===== config.mk =====
export PLATFORM = sky130hd
export DESIGN_NAME = dm_port_arbiter_flat
export DESIGN_NICKNAME = d
export VERILOG_FILES = /design/src/rtl/dm_port_arbiter_pkg.sv /design/src/rtl/dm_port_arbiter_if.sv /design/src/rtl/dm_port_arbiter.sv /design/src/flat_wrapper.sv
export SDC_FILE = /design/constraint.sdc
export NUM_CORES = 1
export LEC_CHECK = 0
export CAP_MARGIN = 10
export CORE_MARGIN = 2
export CORE_UTILIZATION = 40
export DETAILED_ROUTE_END_ITERATION = 8
export PLACE_DENSITY = 0.8
export SYNTH_ARGS = -nofsm -noshare
export SYNTH_HDL_FRONTEND = slang
export SYNTH_SLANG_ARGS = --single-unit
export TNS_END_PERCENT = 50

===== constraint.sdc =====
create_clock -name clk -period 1.6 [get_ports clk]
set_input_delay 0.24 -clock clk [delete_from_list [all_inputs] [get_ports clk]]
set_output_delay 0.24 -clock clk [all_outputs]
set_load 0.01 [all_outputs]

===== src/rtl/dm_port_arbiter_pkg.sv =====
// Shared encodings for the data-memory port arbiter: FSM states, grant
// owner and the byte-enable pattern that marks a read.
package dm_port_arbiter_pkg;

   typedef enum logic [1:0] {
      ST_IDLE   = 2'd0,
      ST_ACCESS = 2'd1,
      ST_RESP   = 2'd2
   } state_t;

   typedef enum logic {
      GNT_CPU = 1'b0,
      GNT_DMA = 1'b1
   } grant_t;

   localparam logic [3:0] BYTEEN_READ = 4'b0000;

   // A lone requester wins outright; on a tie the requester that did not
   // win last time gets the port.
   function automatic grant_t pick_grant(input logic cpu, input logic dma,
                                         input grant_t last);
      if (cpu && dma)
         return (last == GNT_CPU) ? GNT_DMA : GNT_CPU;
      else if (dma)
         return GNT_DMA;
      else
         return GNT_CPU;
   endfunction

endpackage


===== src/rtl/dm_port_arbiter_if.sv =====
// Bundle of the CPU request, DMA request and memory port signals seen by
// the data-memory arbiter. The master side is the arbiter (it masters the
// memory port); the slave side is the surrounding CPU/DMA/memory.
interface dm_port_arbiter_if;

   logic        cpu_req;
   logic [31:0] cpu_addr;
   logic [31:0] cpu_wdata;
   logic [3:0]  cpu_byteen;
   logic [31:0] cpu_rdata;
   logic        cpu_done;
   logic        cpu_stall;

   logic        dma_req;
   logic [31:0] dma_addr;
   logic [31:0] dma_wdata;
   logic [3:0]  dma_byteen;
   logic [31:0] dma_rdata;
   logic        dma_ack;

   logic [31:0] m_data_addr;
   logic [31:0] m_data_wdata;
   logic [3:0]  m_data_byteen;
   logic [31:0] m_data_rdata;

   modport master (
      input  cpu_req, cpu_addr, cpu_wdata, cpu_byteen,
      output cpu_rdata, cpu_done, cpu_stall,
      input  dma_req, dma_addr, dma_wdata, dma_byteen,
      output dma_rdata, dma_ack,
      output m_data_addr, m_data_wdata, m_data_byteen,
      input  m_data_rdata
   );

   modport slave (
      output cpu_req, cpu_addr, cpu_wdata, cpu_byteen,
      input  cpu_rdata, cpu_done, cpu_stall,
      output dma_req, dma_addr, dma_wdata, dma_byteen,
      input  dma_rdata, dma_ack,
      input  m_data_addr, m_data_wdata, m_data_byteen,
      output m_data_rdata
   );

endinterface


===== src/rtl/dm_port_arbiter.sv =====
// Data-memory port arbiter: shares one fixed-latency memory port between
// the CPU memory stage and a DMA/debug requester, round-robin on ties.
// Each access is IDLE -> ACCESS (WAIT_CYCLES+1 cycles) -> RESP.
// Optional macro DM_ARB_PERF_CNT_EN adds saturating stall/grant counters.
module dm_port_arbiter
   import dm_port_arbiter_pkg::*;
#(
   parameter int WAIT_CYCLES = 1
) (
   input  logic                 clk,
   input  logic                 reset,
   dm_port_arbiter_if.master    bus
`ifdef DM_ARB_PERF_CNT_EN
   ,
   output logic [31:0]          perf_cpu_stall_cnt,
   output logic [31:0]          perf_dma_grant_cnt
`endif
);

   localparam int CNT_W = (WAIT_CYCLES > 0) ? $clog2(WAIT_CYCLES + 1) : 1;

   state_t            state, next_state;
   grant_t            grant, last_grant, sel;
   logic [CNT_W-1:0]  cnt;
   logic [31:0]       addr_q, wdata_q;
   logic [3:0]        byteen_q;
   logic [31:0]       cpu_rdata_q, dma_rdata_q;
   logic              req_any, strobe_cyc;

   // Byte-offset bits are dropped on the word-aligned memory address.
   logic unused_addr_lsb;
   assign unused_addr_lsb = ^addr_q[1:0];

   assign req_any    = bus.cpu_req | bus.dma_req;
   assign sel        = pick_grant(bus.cpu_req, bus.dma_req, last_grant);
   assign strobe_cyc = (state == ST_ACCESS) && (cnt == '0);

   // Next-state logic; arbitration only ever happens in IDLE.
   always_comb begin
      next_state = state;
      case (state)
         ST_IDLE:   if (req_any) next_state = ST_ACCESS;
         ST_ACCESS: if (cnt == '0) next_state = ST_RESP;
         ST_RESP:   next_state = ST_IDLE;
         default:   next_state = ST_IDLE;
      endcase
   end

   // State, grant latch, wait counter and read-data capture.
   always_ff @(posedge clk) begin
      if (reset) begin
         state       <= ST_IDLE;
         grant       <= GNT_CPU;
         last_grant  <= GNT_DMA;
         cnt         <= '0;
         addr_q      <= '0;
         wdata_q     <= '0;
         byteen_q    <= '0;
         cpu_rdata_q <= '0;
         dma_rdata_q <= '0;
      end else begin
         state <= next_state;
         if (state == ST_IDLE && req_any) begin
            grant      <= sel;
            last_grant <= sel;
            cnt        <= CNT_W'(WAIT_CYCLES);
            if (sel == GNT_CPU) begin
               addr_q   <= bus.cpu_addr;
               wdata_q  <= bus.cpu_wdata;
               byteen_q <= bus.cpu_byteen;
            end else begin
               addr_q   <= bus.dma_addr;
               wdata_q  <= bus.dma_wdata;
               byteen_q <= bus.dma_byteen;
            end
         end
         if (state == ST_ACCESS && cnt != '0)
            cnt <= cnt - CNT_W'(1);
         if (strobe_cyc && byteen_q == BYTEEN_READ) begin
            if (grant == GNT_CPU) cpu_rdata_q <= bus.m_data_rdata;
            else                  dma_rdata_q <= bus.m_data_rdata;
         end
      end
   end

   assign bus.m_data_addr   = {addr_q[31:2], 2'b00};
   assign bus.m_data_wdata  = wdata_q;
   assign bus.m_data_byteen = strobe_cyc ? byteen_q : BYTEEN_READ;

   assign bus.cpu_done  = (state == ST_RESP) && (grant == GNT_CPU);
   assign bus.dma_ack   = (state == ST_RESP) && (grant == GNT_DMA);
   assign bus.cpu_stall = bus.cpu_req & ~bus.cpu_done;
   assign bus.cpu_rdata = cpu_rdata_q;
   assign bus.dma_rdata = dma_rdata_q;

`ifdef DM_ARB_PERF_CNT_EN
   // Saturating counters for CPU stall cycles and DMA grants.
   always_ff @(posedge clk) begin
      if (reset) begin
         perf_cpu_stall_cnt <= '0;
         perf_dma_grant_cnt <= '0;
      end else begin
         if (bus.cpu_stall && perf_cpu_stall_cnt != 32'hFFFF_FFFF)
            perf_cpu_stall_cnt <= perf_cpu_stall_cnt + 32'd1;
         if (state == ST_IDLE && req_any && sel == GNT_DMA &&
             perf_dma_grant_cnt != 32'hFFFF_FFFF)
            perf_dma_grant_cnt <= perf_dma_grant_cnt + 32'd1;
      end
   end
`endif

endmodule


===== src/flat_wrapper.sv =====
// flat-port wrapper written by rule: the top's interface ports become plain ports
module dm_port_arbiter_flat import dm_port_arbiter_pkg::*;
#(
   parameter int WAIT_CYCLES = 1
)
  (clk, reset, bus_cpu_req, bus_cpu_addr, bus_cpu_wdata, bus_cpu_byteen, bus_cpu_rdata, bus_cpu_done, bus_cpu_stall, bus_dma_req, bus_dma_addr, bus_dma_wdata, bus_dma_byteen, bus_dma_rdata, bus_dma_ack, bus_m_data_addr, bus_m_data_wdata, bus_m_data_byteen, bus_m_data_rdata);
  dm_port_arbiter_if bus_i ();
  input  logic clk;
  input  logic reset;
  input wire logic [$bits(bus_i.cpu_req)-1:0] bus_cpu_req;
  input wire logic [$bits(bus_i.cpu_addr)-1:0] bus_cpu_addr;
  input wire logic [$bits(bus_i.cpu_wdata)-1:0] bus_cpu_wdata;
  input wire logic [$bits(bus_i.cpu_byteen)-1:0] bus_cpu_byteen;
  output wire logic [$bits(bus_i.cpu_rdata)-1:0] bus_cpu_rdata;
  output wire logic [$bits(bus_i.cpu_done)-1:0] bus_cpu_done;
  output wire logic [$bits(bus_i.cpu_stall)-1:0] bus_cpu_stall;
  input wire logic [$bits(bus_i.dma_req)-1:0] bus_dma_req;
  input wire logic [$bits(bus_i.dma_addr)-1:0] bus_dma_addr;
  input wire logic [$bits(bus_i.dma_wdata)-1:0] bus_dma_wdata;
  input wire logic [$bits(bus_i.dma_byteen)-1:0] bus_dma_byteen;
  output wire logic [$bits(bus_i.dma_rdata)-1:0] bus_dma_rdata;
  output wire logic [$bits(bus_i.dma_ack)-1:0] bus_dma_ack;
  output wire logic [$bits(bus_i.m_data_addr)-1:0] bus_m_data_addr;
  output wire logic [$bits(bus_i.m_data_wdata)-1:0] bus_m_data_wdata;
  output wire logic [$bits(bus_i.m_data_byteen)-1:0] bus_m_data_byteen;
  input wire logic [$bits(bus_i.m_data_rdata)-1:0] bus_m_data_rdata;
  assign bus_i.cpu_req = bus_cpu_req;
  assign bus_i.cpu_addr = bus_cpu_addr;
  assign bus_i.cpu_wdata = bus_cpu_wdata;
  assign bus_i.cpu_byteen = bus_cpu_byteen;
  assign bus_cpu_rdata = bus_i.cpu_rdata;
  assign bus_cpu_done = bus_i.cpu_done;
  assign bus_cpu_stall = bus_i.cpu_stall;
  assign bus_i.dma_req = bus_dma_req;
  assign bus_i.dma_addr = bus_dma_addr;
  assign bus_i.dma_wdata = bus_dma_wdata;
  assign bus_i.dma_byteen = bus_dma_byteen;
  assign bus_dma_rdata = bus_i.dma_rdata;
  assign bus_dma_ack = bus_i.dma_ack;
  assign bus_m_data_addr = bus_i.m_data_addr;
  assign bus_m_data_wdata = bus_i.m_data_wdata;
  assign bus_m_data_byteen = bus_i.m_data_byteen;
  assign bus_i.m_data_rdata = bus_m_data_rdata;
  dm_port_arbiter #(.WAIT_CYCLES(WAIT_CYCLES)) u_core (.clk(clk), .reset(reset), .bus(bus_i));
endmodule

==> results of run 1 <==
-- through the flow --
stage	cells	utilization
after floorplan	584	-
after global placement	1050	0.629
after detailed placement	1050	0.629
after CTS	1084	0.670
after global routing	1089	0.679
final	1089	0.679
-- critical path, delay by kind of cell (launching register included) --
kind                   cells  cell delay [ns]
buffers and inverters      2             0.25
DFF                        1             0.36
and+or+nand+nor            2             0.38
-- final cells by class --
class,count,area (sq um),area share
Clock buffer,22,454,0.0445
Clock inverter,9,126,0.0124
Inverter,2,7.51,0.000735
Multi-Input combinational cell,389,3130,0.306
Sequential cell,135,2710,0.265
Tap cell,188,235,0.0230
Timing Repair Buffer,344,3550,0.348
-- how the worst max path moves through the flow --
stage / start / end / slack (ns) / cells past startpoint
after floorplan: u_core.state[1] / u_core.bus.m_data_wdata[10] / 0.19 / 7
after global placement: bus_cpu_req / bus_cpu_stall / -0.18 / 3
after detailed placement: bus_cpu_req / u_core.addr_q[19] / -0.27 / 6
after CTS: u_core.cnt / bus_m_data_byteen[2] / -0.06 / 4
after global routing: u_core.state[0] / u_core.bus.cpu_rdata[10] / -0.10 / 6
final: u_core.state[1] / bus_m_data_byteen[2] / -0.05 / 4
-- synth_stat cells (2+ instances only) --
cell and count:
sky130_fd_sc_hd__a211oi_1 37, sky130_fd_sc_hd__a211oi_2 29, sky130_fd_sc_hd__a21oi_1 68, sky130_fd_sc_hd__and2_1 5, sky130_fd_sc_hd__and3_1 2, sky130_fd_sc_hd__buf_2 15, sky130_fd_sc_hd__buf_4 6, sky130_fd_sc_hd__buf_6 6
sky130_fd_sc_hd__clkbuf_1 31, sky130_fd_sc_hd__dfxtp_1 135, sky130_fd_sc_hd__mux2i_1 130, sky130_fd_sc_hd__nand2_1 2, sky130_fd_sc_hd__nand2b_1 96, sky130_fd_sc_hd__nand3_1 2, sky130_fd_sc_hd__nor2_1 2, sky130_fd_sc_hd__nor2b_1 2
sky130_fd_sc_hd__nor3b_2 2
-- repair_timing --
item                                    4_1_cts  5_1_grt
cloned                                        1        3
buffers inserted                              2        3
gates resized for setup                      44       22
endpoints found under the setup margin       42       57
pin swaps                                     4        2
-- flip-flops by register name, summed over array words and instances (netlist names) --
name / cells
u_core.addr_q: 30
u_core.bus.dma_rdata: 32
u_core.state: 2
u_core.cnt: 1
u_core.grant: 1
u_core.bus.m_data_wdata: 32
u_core.last_grant: 1
u_core.bus.cpu_rdata: 32
u_core.byteen_q: 4
-- kinds of logic after synthesis --
family	share of synthesized area
AND/OR/NAND/NOR	0.123
buffers and inverters	0.0511
multiplexers	0.214
other	0.000616
flip-flops	0.444
AO/OA/AOI/OAI	0.168
-- where the power goes --
part / switching (mW) / leakage, nW / internal (mW)
Combinational: 1.04 / 2.79 / 1.37
Clock: 1.44 / 0.284 / 2.47
Sequential: 0.162 / 1.11 / 3.64
Total: 2.64 / 4.18 / 7.48
-- layer usage --
layer	track usage	part of all wire	up-vias	wire length (um)
li1	-	-	2678	-
met1	0.260	0.40	2643	7720
met2	0.403	0.50	232	9610
met3	0.0528	0.061	41	1160
met4	0.114	0.033	0	638
met5	0	0	-	0
==> tab_implementation.tex, run 1 <==
\begin{tabular}{lr}
\hline
Metric & Value \\
\hline
\multicolumn{2}{l}{\textbf{Timing}} \\
Max Clock Freq & 0.604 GHz \\
Total negative setup slack & -0.260 ns \\
WHS & 0.338 ns \\
Number of hold violations in the final report & 0 \\
Post-layout minimum cycle time & 1.65 ns \\
Final slew viol count & 0 \\
Unrepaired setup endpoints after global routing & yes \\
Post-route fraction of the period consumed by the critical path & 1.03 \\
Clk\_skew & 0.00859 ns \\
Final worst setup slack & -0.0543 ns \\
Number of setup violations in the final report & 10 \\
\multicolumn{2}{l}{\textbf{Route}} \\
Remaining antenna violation count after routing & 0 \\
Wire length per cell & 17.6 um \\
Initial DRC count & 179 \\
Vias after detailed routing & 5,594 \\
Detailed-route DRC error count & 0 \\
Total wire length & 19,100 um \\
First-pass detailed-route iteration total & 4 \\
Average via count per standard cell & 5.14 \\
\multicolumn{2}{l}{\textbf{Power}} \\
Power density cells & 991 nW/um\^{}2 \\
Total Power Consumption & 10.1 mW \\
Max rail drop VDD & 0.746 mV \\
Leakage & 4.18 nW \\
\multicolumn{2}{l}{\textbf{Yosys}} \\
Area fraction of the dominant cell type after synthesis & 0.444 \\
Count of flip-flops with a built-in enable after synthesis & 0 \\
Cell count after synthesis & 583 \\
Count of state elements after synthesis & 135 \\
Post-synthesis sequential area ratio & 0.444 \\
Post-synthesis cell area & 6090 sq um \\
Ys Warns & 0 \\
Top cells by area, synth & sky130\_fd\_sc\_hd\_\_dfxtp\_1, sky130\_fd\_sc\_hd\_\_mux2i\_1, sky130\_fd\_sc\_hd\_\_nand2b\_1 \\
Cell taking the most area after synthesis & sky130\_fd\_sc\_hd\_\_dfxtp\_1 \\
Most used flip-flop cell after synthesis & sky130\_fd\_sc\_hd\_\_dfxtp\_1 \\
Fraction of registers with async set or reset after synthesis & 0 \\
Unique masters post-synth & 30 \\
Mapped Avg Cell Area & 10.4 sq um \\
\multicolumn{2}{l}{\textbf{Global routing}} \\
GRT overflow & 0 \\
First-pass GRT wire length & 29,400 um \\
Via count of the first global-routing pass & 5,804 \\
Initial antenna violation count & 0 \\
Total routing usage reported by global routing & 0.229 \\
Largest net degree at the start of global routing & 90 \\
\multicolumn{2}{l}{\textbf{Die}} \\
Initial cell density of the core & 0.405 \\
Die Width & 127 um \\
Die span in y & 127 um \\
Number of core rows & 45 \\
DIE AREA & 16,200 sq um \\
Number of top-level pins & 307 \\
Core region area & 15,000 sq um \\
\multicolumn{2}{l}{\textbf{Status}} \\
Violations in the final reports & negative setup slack \\
Outcome & finished with violations \\
\multicolumn{2}{l}{\textbf{Place}} \\
Gp weighted congestion & 0.854 \\
Worst setup slack after placement & -0.271 ns \\
Count of input and output buffers & 300 \\
Area after DPL & 9460 sq um \\
Final HPWL DP & 13,700 um \\
\multicolumn{2}{l}{\textbf{Worst setup path}} \\
Setup slack on the worst flop-to-flop path & -0.04 ns \\
Reg2Reg Depth & 6 \\
Req. time, crit path & 1.36 ns \\
Delay of the slowest cell on the worst path & 0.36 ns \\
Critical Path Slowest Stage Cell & sky130\_fd\_sc\_hd\_\_dfxtp\_4 \\
Worst-path cell chain & nor3b\_4, buf\_4, and2\_4, buf\_6 \\
Reg-to-reg endpoint & u\_core.bus.cpu\_rdata[14] \\
Startpoint of the most critical register-to-register path & u\_core.state[0] \\
Highest fanout seen on the critical path & 5 \\
Path type of the worst setup path & reg -> out \\
Crit path launch type & flip-flop \\
Worst Setup End Kind & output port \\
Worst path arrival time & 1.41 ns \\
\multicolumn{2}{l}{\textbf{Layout}} \\
Area growth from synthesis to layout & 67.6\% \\
Post-route design area & 10,200 sq um \\
Most common library cell in the layout ignoring fill and taps & sky130\_fd\_sc\_hd\_\_clkdlybuf4s50\_1 \\
Nets@finish & 1,061 \\
Final-layout fill cell count & 1,158 \\
Share of layout cells above drive strength 1 & 0.138 \\
Commonest cells after routing, fill and taps aside & sky130\_fd\_sc\_hd\_\_clkdlybuf4s50\_1, sky130\_fd\_sc\_hd\_\_dfxtp\_1, sky130\_fd\_sc\_hd\_\_mux2i\_1 \\
Final antenna diode count & 0 \\
\multicolumn{2}{l}{\textbf{CTS}} \\
Clock transition at path regs & 0.06 ns \\
TritonCTS Sinks & 135 \\
Number of CTS-inserted buffers & 17 \\
\# hold bufs at CTS & 0 \\
Root cell of the clock tree & sky130\_fd\_sc\_hd\_\_clkbuf\_16 \\
Max Buffers Root-to-Sink & 2 \\
CTS H-Tree Depth & 4 \\
CTS tree & built \\
Worst skew pair latency & 0.42 ns \\
\multicolumn{2}{l}{\textbf{Run}} \\
Max-Cap Viols & 0 \\
\multicolumn{2}{l}{\textbf{Worst hold path}} \\
Worst hold path class & in -> reg \\
Worst Hold End & u\_core.addr\_q[11] \\
Hold\_sp & reset \\
Cell depth of the worst hold path & 3 \\
\hline
\end{tabular}
(Power assumes the default switching activity.)
==> run 2, diff against run 1 <==
--- a/config.mk
+++ b/config.mk
@@ -7,9 +7,11 @@
 export LEC_CHECK = 0
 export CAP_MARGIN = 10
 export CORE_MARGIN = 2
-export CORE_UTILIZATION = 40
+export CORE_UTILIZATION = 42
+export CTS_BUF_LIST = sky130_fd_sc_hd__clkbuf_8
 export DETAILED_ROUTE_END_ITERATION = 8
-export PLACE_DENSITY = 0.8
+export GPL_ROUTABILITY_DRIVEN = 0
+export PLACE_DENSITY = 0.84
 export SYNTH_ARGS = -nofsm -noshare
 export SYNTH_HDL_FRONTEND = slang
 export SYNTH_SLANG_ARGS = --single-unit
==> tab_implementation.tex, run 2 (synthesis results as in run 1) <==
\begin{tabular}{lr}
\hline
Metric & Value \\
\hline
\multicolumn{2}{l}{\textbf{Status}} \\
Outcome & finished with violations \\
Violations in the final reports & negative setup slack \\
\multicolumn{2}{l}{\textbf{Place}} \\
Count of input and output buffers & 300 \\
Final HPWL DP & 13,700 um \\
Placed Cells incl. Taps & 1,048 \\
\multicolumn{2}{l}{\textbf{Layout}} \\
Most common library cell in the layout ignoring fill and taps & sky130\_fd\_sc\_hd\_\_clkdlybuf4s50\_1 \\
Final antenna diode count & 0 \\
Nets@finish & 1,062 \\
Area growth from synthesis to layout & 64.7\% \\
Share of layout cells above drive strength 1 & 0.146 \\
Commonest cells after routing, fill and taps aside & sky130\_fd\_sc\_hd\_\_clkdlybuf4s50\_1, sky130\_fd\_sc\_hd\_\_dfxtp\_1, sky130\_fd\_sc\_hd\_\_mux2i\_1 \\
Final std cells w/o fill & 1,087 \\
\multicolumn{2}{l}{\textbf{Route}} \\
Initial DRC count & 274 \\
Remaining antenna violation count after routing & 0 \\
Vias after detailed routing & 5,621 \\
Wire length per cell & 17.4 um \\
First-pass detailed-route iteration total & 4 \\
Total wire length & 18,900 um \\
Detailed-route DRC error count & 0 \\
Average via count per standard cell & 5.17 \\
\multicolumn{2}{l}{\textbf{Global routing}} \\
Initial antenna violation count & 0 \\
Global routing met1 resource utilization & 0.268 \\
Met2 usage & 0.407 \\
GRT overflow & 0 \\
First-pass GRT wire length & 28,800 um \\
Via count of the first global-routing pass & 5,617 \\
Total routing usage reported by global routing & 0.231 \\
Largest net degree at the start of global routing & 72 \\
Global-route track usage on met3 & 0.0627 \\
Layer with the highest usage & met2 \\
\multicolumn{2}{l}{\textbf{Run}} \\
Max-Cap Viols & 0 \\
\multicolumn{2}{l}{\textbf{Die}} \\
Number of top-level pins & 307 \\
DIE AREA & 15,500 sq um \\
Die Width & 124 um \\
Number of core rows & 44 \\
Die span in y & 124 um \\
Initial cell density of the core & 0.424 \\
Core region area & 14,400 sq um \\
\multicolumn{2}{l}{\textbf{Worst hold path}} \\
Hold\_sp & reset \\
Cell depth of the worst hold path & 3 \\
Worst Hold End & u\_core.bus.cpu\_rdata[8] \\
Worst hold path class & in -> reg \\
\multicolumn{2}{l}{\textbf{Timing}} \\
Number of hold violations in the final report & 0 \\
Max Clock Freq & 0.610 GHz \\
Final worst setup slack & -0.0397 ns \\
Post-route fraction of the period consumed by the critical path & 1.02 \\
Final slew viol count & 0 \\
Clk\_skew & 0.00859 ns \\
Post-layout minimum cycle time & 1.64 ns \\
Unrepaired setup endpoints after global routing & yes \\
Number of setup violations in the final report & 5 \\
Total negative setup slack & -0.136 ns \\
\multicolumn{2}{l}{\textbf{CTS}} \\
CTS tree & built \\
Clock transition at path regs & 0.07 ns \\
Number of CTS-inserted buffers & 17 \\
Max Buffers Root-to-Sink & 2 \\
CTS H-Tree Depth & 4 \\
Worst skew pair latency & 0.44 ns \\
TritonCTS Sinks & 135 \\
Root cell of the clock tree & sky130\_fd\_sc\_hd\_\_clkbuf\_8 \\
\multicolumn{2}{l}{\textbf{Worst setup path}} \\
Highest fanout seen on the critical path & 4 \\
Crit path launch type & flip-flop \\
Startpoint of the most critical register-to-register path & u\_core.state[1] \\
Worst Setup End Kind & output port \\
Reg-to-reg endpoint & u\_core.bus.cpu\_rdata[2] \\
Path type of the worst setup path & reg -> out \\
Req. time, crit path & 1.36 ns \\
Worst path arrival time & 1.40 ns \\
Setup slack on the worst flop-to-flop path & 0 ns \\
Reg2Reg Depth & 5 \\
\multicolumn{2}{l}{\textbf{Power}} \\
Leakage & 4.78 nW \\
Power density cells & 896 nW/um\^{}2 \\
Max rail drop VDD & 0.479 mV \\
Total Power Consumption & 8.99 mW \\
\hline
\end{tabular}
-- run 2: cell types whose count changed in the layout (fill, tap and decap cells not counted), moves of 2 or more --
cell and delta:
sky130_fd_sc_hd__clkbuf_1 -4, sky130_fd_sc_hd__clkbuf_8 +21, sky130_fd_sc_hd__dlygate4sd2_1 +78, sky130_fd_sc_hd__buf_6 +2, sky130_fd_sc_hd__clkinv_2 -2, sky130_fd_sc_hd__clkbuf_16 -16
sky130_fd_sc_hd__clkdlybuf4s50_1 -99, sky130_fd_sc_hd__buf_2 -4, sky130_fd_sc_hd__buf_4 +2, sky130_fd_sc_hd__dlymetal6s2s_1 +21, sky130_fd_sc_hd__and2_4 +2, sky130_fd_sc_hd__and2_1 -2
sky130_fd_sc_hd__clkinvlp_4 +3
-- run 2: area by class of cell --
type	count	area, sq um
well taps	184	230
repair buffers	345	3530
fillers	1051	4340
multi-input cells	389	3130
clock inverters	10	118
inverters	2	7.51
flip-flops and latches	135	2710
clock buffers	22	303
-- run 2: layer usage --
| metal | part of all wire | up-vias |
|---|---|---|
| met1 | 0.41 | 2661 |
| met3 | 0.060 | 21 |
| met4 | 0.020 | 0 |
| li1 | - | 2689 |
| met5 | 0 | - |
| met2 | 0.51 | 250 |
-- run 2: power breakdown --
group	switching [mW]	internal (mW)
logic	1.04	1.24
clock network	1.32	1.59
registers	0.163	3.63
-- run 2: worst max path at each step --
stage	to	cells after the start	startpoint
final	bus_m_data_byteen[1]	4	u_core.state[0]
after global placement	bus_cpu_stall	3	bus_cpu_req
after floorplan	u_core.bus.m_data_wdata[10]	7	u_core.state[1]
after CTS	bus_m_data_byteen[1]	4	u_core.state[0]
after detailed placement	bus_cpu_stall	3	bus_cpu_req
after global routing	bus_cpu_done	3	u_core.state[1]
-- run 2: repair_timing --
item / 4_1_cts / 5_1_grt
pin swaps: 3 / 0
resized for setup: 129 / 40
cloned: 0 / 3
buffers inserted: 3 / 2
endpoints found under the setup margin: 94 / 77
hold buffers: 0 / 0
-- run 2: per-stage QoR --
step	hold WS, ns	worst slack, ns	cell area, sq um	util
6_report	0.230	-0.0397	10000	0.698
5_1_grt	0.232	-0.136	10000	0.698
4_1_cts	0.190	-0.0865	9850	0.685
3_5_place_dp	0.465	-0.241	9480	0.660
3_3_place_gp	0.459	-0.262	9480	0.660
2_1_floorplan	0.416	0.186	6090	-
-- run 2: worst max-delay path: stages (launching register included) --
cell and delay, ns:
sky130_fd_sc_hd__dfxtp_4 0.36, sky130_fd_sc_hd__nor3b_4 0.22, sky130_fd_sc_hd__buf_4 0.15, sky130_fd_sc_hd__and2_4 0.13, sky130_fd_sc_hd__buf_6 0.10
